`src/rtl/ysyx_22040237_pkg.sv`:
```
// Shared types and constants for the ysyx_22040237 instruction fetch unit.
// Holds the fetch FSM state encoding, the reset PC default and PC helper functions.
package ysyx_22040237_pkg;

   typedef enum logic [1:0] {
      IFU_IDLE = 2'd0,
      IFU_REQ  = 2'd1,
      IFU_WAIT = 2'd2,
      IFU_HOLD = 2'd3
   } ifu_state_e;

   localparam logic [63:0] RESET_PC_DEFAULT = 64'h0000_0000_8000_0000;
   localparam logic [31:0] INST_NOP         = 32'h0000_0013;

   // Force a fetch target onto a word boundary.
   function automatic logic [63:0] align_pc(input logic [63:0] addr);
      return addr & 64'hFFFF_FFFF_FFFF_FFFC;
   endfunction

   // Sequential next PC; wraps naturally at 2^64.
   function automatic logic [63:0] next_seq_pc(input logic [63:0] addr);
      return addr + 64'd4;
   endfunction

endpackage

```
`src/rtl/ysyx_22040237_ifu.sv`:
```
// Instruction fetch unit: one outstanding memory request, a single-entry
// instruction holding register, and redirect handling that drops stale responses.
module ysyx_22040237_ifu
   import ysyx_22040237_pkg::*;
#(
   parameter logic [63:0] RESET_PC = RESET_PC_DEFAULT
) (
   input  logic        clk,
   input  logic        rst_n,
   output logic        mem_req_valid,
   input  logic        mem_req_ready,
   output logic [63:0] mem_req_addr,
   input  logic        mem_resp_valid,
   input  logic [31:0] mem_resp_data,
   output logic        inst_valid,
   input  logic        inst_ready,
   output logic [31:0] inst,
   output logic [63:0] inst_pc,
   input  logic        redirect_valid,
   input  logic [63:0] redirect_pc
);

   ifu_state_e  state;
   ifu_state_e  state_next;
   logic [63:0] pc;
   logic [63:0] pc_next;
   logic        discard;
   logic        discard_next;
   logic        load_inst;

   // State, PC, discard flag and instruction holding register.
   always_ff @(posedge clk or negedge rst_n) begin
      if (!rst_n) begin
         state   <= IFU_IDLE;
         pc      <= RESET_PC;
         discard <= 1'b0;
         inst    <= 32'h0000_0000;
         inst_pc <= 64'h0000_0000_0000_0000;
      end else begin
         state   <= state_next;
         pc      <= pc_next;
         discard <= discard_next;
         if (load_inst) begin
            inst    <= mem_resp_data;
            inst_pc <= pc;
         end else begin
            inst    <= inst;
            inst_pc <= inst_pc;
         end
      end
   end

   // Next-state logic; a redirect overrides every other PC update.
   always_comb begin
      state_next   = state;
      discard_next = discard;
      load_inst    = 1'b0;
      case (state)
         IFU_IDLE: begin
            state_next = IFU_REQ;
         end
         IFU_REQ: begin
            if (mem_req_ready) begin
               state_next   = IFU_WAIT;
               discard_next = redirect_valid;
            end else begin
               state_next = IFU_REQ;
            end
         end
         IFU_WAIT: begin
            if (mem_resp_valid) begin
               if (redirect_valid || discard) begin
                  state_next   = IFU_REQ;
                  discard_next = 1'b0;
               end else begin
                  state_next = IFU_HOLD;
                  load_inst  = 1'b1;
               end
            end else if (redirect_valid) begin
               discard_next = 1'b1;
            end else begin
               state_next = IFU_WAIT;
            end
         end
         IFU_HOLD: begin
            if (redirect_valid || inst_ready) begin
               state_next = IFU_REQ;
            end else begin
               state_next = IFU_HOLD;
            end
         end
         default: begin
            state_next   = IFU_IDLE;
            discard_next = 1'b0;
         end
      endcase

      if (redirect_valid) begin
         pc_next = align_pc(redirect_pc);
      end else if ((state == IFU_HOLD) && inst_ready) begin
         pc_next = next_seq_pc(pc);
      end else begin
         pc_next = pc;
      end
   end

   // Outputs decode from registered state only.
   always_comb begin
      mem_req_valid = 1'b0;
      mem_req_addr  = 64'h0000_0000_0000_0000;
      inst_valid    = 1'b0;
      case (state)
         IFU_REQ: begin
            mem_req_valid = 1'b1;
            mem_req_addr  = pc;
         end
         IFU_HOLD: begin
            inst_valid = 1'b1;
         end
         default: begin
            mem_req_valid = 1'b0;
         end
      endcase
   end

endmodule

```
`config.mk`:
```
export PLATFORM = sky130hd
export DESIGN_NAME = ysyx_22040237_ifu
export DESIGN_NICKNAME = d
export VERILOG_FILES = /design/src/rtl/ysyx_22040237_pkg.sv /design/src/rtl/ysyx_22040237_ifu.sv
export SDC_FILE = /design/constraint.sdc
export NUM_CORES = 1
export LEC_CHECK = 0
export CAP_MARGIN = 20
export CELL_PAD_IN_SITES_DETAIL_PLACEMENT = 0
export CELL_PAD_IN_SITES_GLOBAL_PLACEMENT = 1
export CORE_MARGIN = 2
export CORE_UTILIZATION = 30
export DETAILED_ROUTE_END_ITERATION = 16
export PLACE_DENSITY_LB_ADDON = 0.1
export SETUP_SLACK_MARGIN = 0.15
export SLEW_MARGIN = 15
export SYNTH_ARGS = -nofsm -noshare
export SYNTH_HDL_FRONTEND = slang
export SYNTH_SLANG_ARGS = --single-unit
```
`constraint.sdc`:
```
create_clock -name clk -period 2.7 [get_ports clk]
set_clock_uncertainty 0.15 [all_clocks]
set_input_delay 0.54 -clock clk [delete_from_list [all_inputs] [get_ports clk]]
set_output_delay 0.54 -clock clk [all_outputs]
set_load 0.02 [all_outputs]
```
==> flow_metrics.py <==
metrics = {
    "sta": {
        "tightest_slew_ns": 1.01,
        "final_hold_viol_count": 0,
        "fmax_mhz": 411,
        "rsz0062_at_grt": "no",
        "fin_crit_sh": 0.901,
        "finalSetupTns_ns": 0,
        "finalSetupViolCount": 0,
        "finalCriticalPeriod_ns": 2.43,
        "finalMaxSlewViolations": 0,
        "relSlewSlack": 0.326,
        "holdWs_ns": 0.354,
    },
    "power_and_ir_drop": {
        "p_int_w": 0.00666,
        "irDropWorstVdd_uv": 476,
        "switchingPower_w": 0.00377,
        "clkPwrFrac": 0.218,
        "p_sw_frac": 0.361,
        "power_density_nw_per_um2": 907,
        "seqPwrFrac": 0.342,
        "combPwrFrac": 0.440,
        "total_leakage_power_nw": 5.00,
    },
    "setup_path": {
        "required_ns": 2.01,
        "worstPathArrival_ns": 1.74,
        "cp-start-kind": "register",
        "crit_fanout": 31,
        "crit_type": "reg -> out",
        "rrSetupSlack_ns": 0.33,
        "critPathCaptureType": "output pin",
    },
    "floorplanning": {
        "die_w_um": 165,
        "core_um2": 25300,
        "rows": 58,
        "die_h_um": 165,
        "ios": 264,
        "dieArea_um2": 27200,
        "start_util": 0.307,
    },
    "routing": {
        "first_pass_iters": 4,
        "wire_per_inst_um": 17.2,
        "drc": 0,
        "drt_iter0_markers": 221,
        "wl_um": 22800,
        "vias_per_cell": 4.60,
        "antenna_left": 0,
        "dr_total_vias": 6082,
    },
    "place": {
        "gp_congestion": 0.744,
        "dpl-instance-area_um2": 11000,
        "numPortBuffers": 257,
        "hpwlAfterDp_um": 16700,
        "dp_cells": 1288,
    },
    "final_layout": {
        "layout-drive-gt1-share": 0.213,
        "regArea_um2": 3980,
        "multiInputGateArea_um2": 3590,
        "design_area_um2": 11500,
        "nets": 1082,
        "fillers": 2502,
        "layout.cells.non_filler": 1323,
        "syn2layout_area_growth_pct": 48.2,
        "layout_common_cells": "clkdlybuf4s50_1, dfrtp_1, mux2_2",
        "final_common_cell": "clkdlybuf4s50_1",
    },
    "grt": {
        "grt_max_degree": 109,
        "groute.usage.overall": 0.172,
        "grt_first_pass_wirelength_um": 36000,
        "antenna_found_initial": 2,
        "first_global_vias": 6244,
        "gr-total-overflow": 0,
    },
    "yosys": {
        "yosys_warnings": 0,
        "synth-seq-cells": 159,
        "syn_area_um2": 7760,
        "yosysSeqAreaShare": 0.513,
        "synth.distinct_cells": 41,
        "avgSynthCellArea_um2": 11.2,
        "syn_inst": 695,
    },
    "clock_tree": {
        "htree_levels": 4,
        "tritoncts": "built",
        "clockBufferDepth": 2,
        "clkLatencyLatePin_ns": 0.42,
        "cts.sinks": 159,
        "clk_pin_slew_ns": 0.06,
        "cts_buffers": 17,
        "cts_root_buffer": "clkbuf_16",
    },
    "run": {
        "cap_viol_max_count": 0,
    },
    "outcome": {
        "status": "completed",
    },
    "worst_hold_path": {
        "hp-class": "reg -> reg",
    },
}
[power by group through the flow]
stage | Clock, W | Sequential, W | Combinational, W
3_5_place_dp | 0 | 0.00361 | 0.00487
2_1_floorplan | 0 | 0.00434 | 0.00159
3_3_place_gp | 0 | 0.00358 | 0.00489
6_report | 0.00228 | 0.00356 | 0.00459
5_1_grt | 0.00245 | 0.00367 | 0.00491
4_1_cts | 0.00238 | 0.00358 | 0.00468
[final cells by class]
type | count | share of cell area
sequential | 159 | 0.346
tap | 330 | 0.0359
inverter | 7 | 0.00229
clock inverter | 12 | 0.00881
multi-input combinational | 488 | 0.312
antenna | 1 | 0.000218
clock buffer | 20 | 0.0389
timing repair buffer | 306 | 0.256
[logic make-up (layout without fill, tap and decap cells)]
| group | Yosys count | count (layout) | synth area share |
|---|---|---|---|
| AO/OA/AOI/OAI | 60 | 60 | 0.0400 |
| XOR/XNOR | 60 | 60 | 0.0677 |
| adder cells (fa/ha/maj) | 1 | 1 | 0.00161 |
| buffers and inverters | 51 | 345 | 0.0300 |
| flip-flops | 159 | 159 | 0.513 |
| multiplexers | 103 | 103 | 0.149 |
| other | 1 | 5 | 0.000483 |
| AND/OR/NAND/NOR | 260 | 260 | 0.198 |
[metal layers]
layer / vias to the layer above / share of wire / GRT usage
met2: 179 / 0.46 / 0.269
li1: 2955 / - / -
met4: 0 / 0.0076 / 0.0379
met1: 2937 / 0.46 / 0.238
met3: 11 / 0.070 / 0.0490
met5: - / 0 / 0
[cells in the mapped netlist]
library cell | count | area share
a21oi_1 | 1 | 0.00064
a222oi_1 | 1 | 0.0013
a31oi_1 | 1 | 0.00081
and2_0 | 1 | 0.00081
and2_1 | 66 | 0.053
and3_1 | 8 | 0.0065
and4_1 | 1 | 0.0011
buf_2 | 12 | 0.0077
buf_4 | 7 | 0.0068
clkbuf_1 | 25 | 0.012
conb_1 | 1 | 0.00048
dfrtp_1 | 158 | 0.51
dfstp_2 | 1 | 0.0034
ha_1 | 1 | 0.0016
inv_1 | 7 | 0.0034
mux2_2 | 100 | 0.15
mux2i_1 | 3 | 0.0039
nand2_1 | 75 | 0.036
nand2_4 | 1 | 0.0015
nand2b_1 | 1 | 0.00081
nand3_1 | 30 | 0.019
nand3_2 | 4 | 0.0052
nand4_1 | 19 | 0.015
nand4_2 | 3 | 0.0048
nand4_4 | 1 | 0.0027
nor2_1 | 15 | 0.0073
nor2_2 | 1 | 0.00081
nor2b_1 | 2 | 0.0016
nor3_1 | 12 | 0.0077
nor3_4 | 2 | 0.0042
nor3b_4 | 1 | 0.0024
nor4_1 | 3 | 0.0024
nor4_2 | 8 | 0.013
nor4_4 | 3 | 0.0082
o21ai_0 | 41 | 0.026
o21ai_1 | 15 | 0.0097
o22a_1 | 1 | 0.0011
or3_1 | 2 | 0.0016
or3_4 | 1 | 0.0015
xnor2_1 | 25 | 0.028
xor2_1 | 35 | 0.040
[worst paths after layout]
check                           depth (start not counted)      from          endpoint
worst max-delay path                                    4  state[1]  mem_req_addr[33]
worst min-delay path                                    1   inst[8]           inst[8]
worst max register to register                          6    pc[14]            pc[54]
worst min register to register                          1   inst[8]           inst[8]
max in group asynchronous                               3     rst_n            pc[24]
min in group asynchronous                               2     rst_n       inst_pc[10]
[critical path, stage by stage, from the launching register on]
cell           delay [ns]
dfrtp_1              0.41
nor2b_4              0.18
buf_12               0.18
and2_1               0.14
dlygate4sd2_1        0.37
[state kept, by name, summed over array words and instances (netlist names)]
name / count
state: 2
pc: 62
inst_pc: 62
inst: 32
discard: 1
[metrics by stage]
stage                     worst slack [ns]  total power, W  utilization
final                                0.268          0.0104        0.455
after global routing                 0.112          0.0110        0.455
after CTS                            0.222          0.0106        0.454
after detailed placement            -0.104         0.00848        0.435
after global placement              -0.132         0.00847        0.435
after floorplan                      0.542         0.00593            -
[repair_timing]
action	4_1_cts	5_1_grt
hold buffers	1	0
endpoints found under the hold margin	50	0
setup buffers	0	1
endpoints found under the setup margin	63	7
resized for setup	63	4
(Power assumes the default switching activity.)
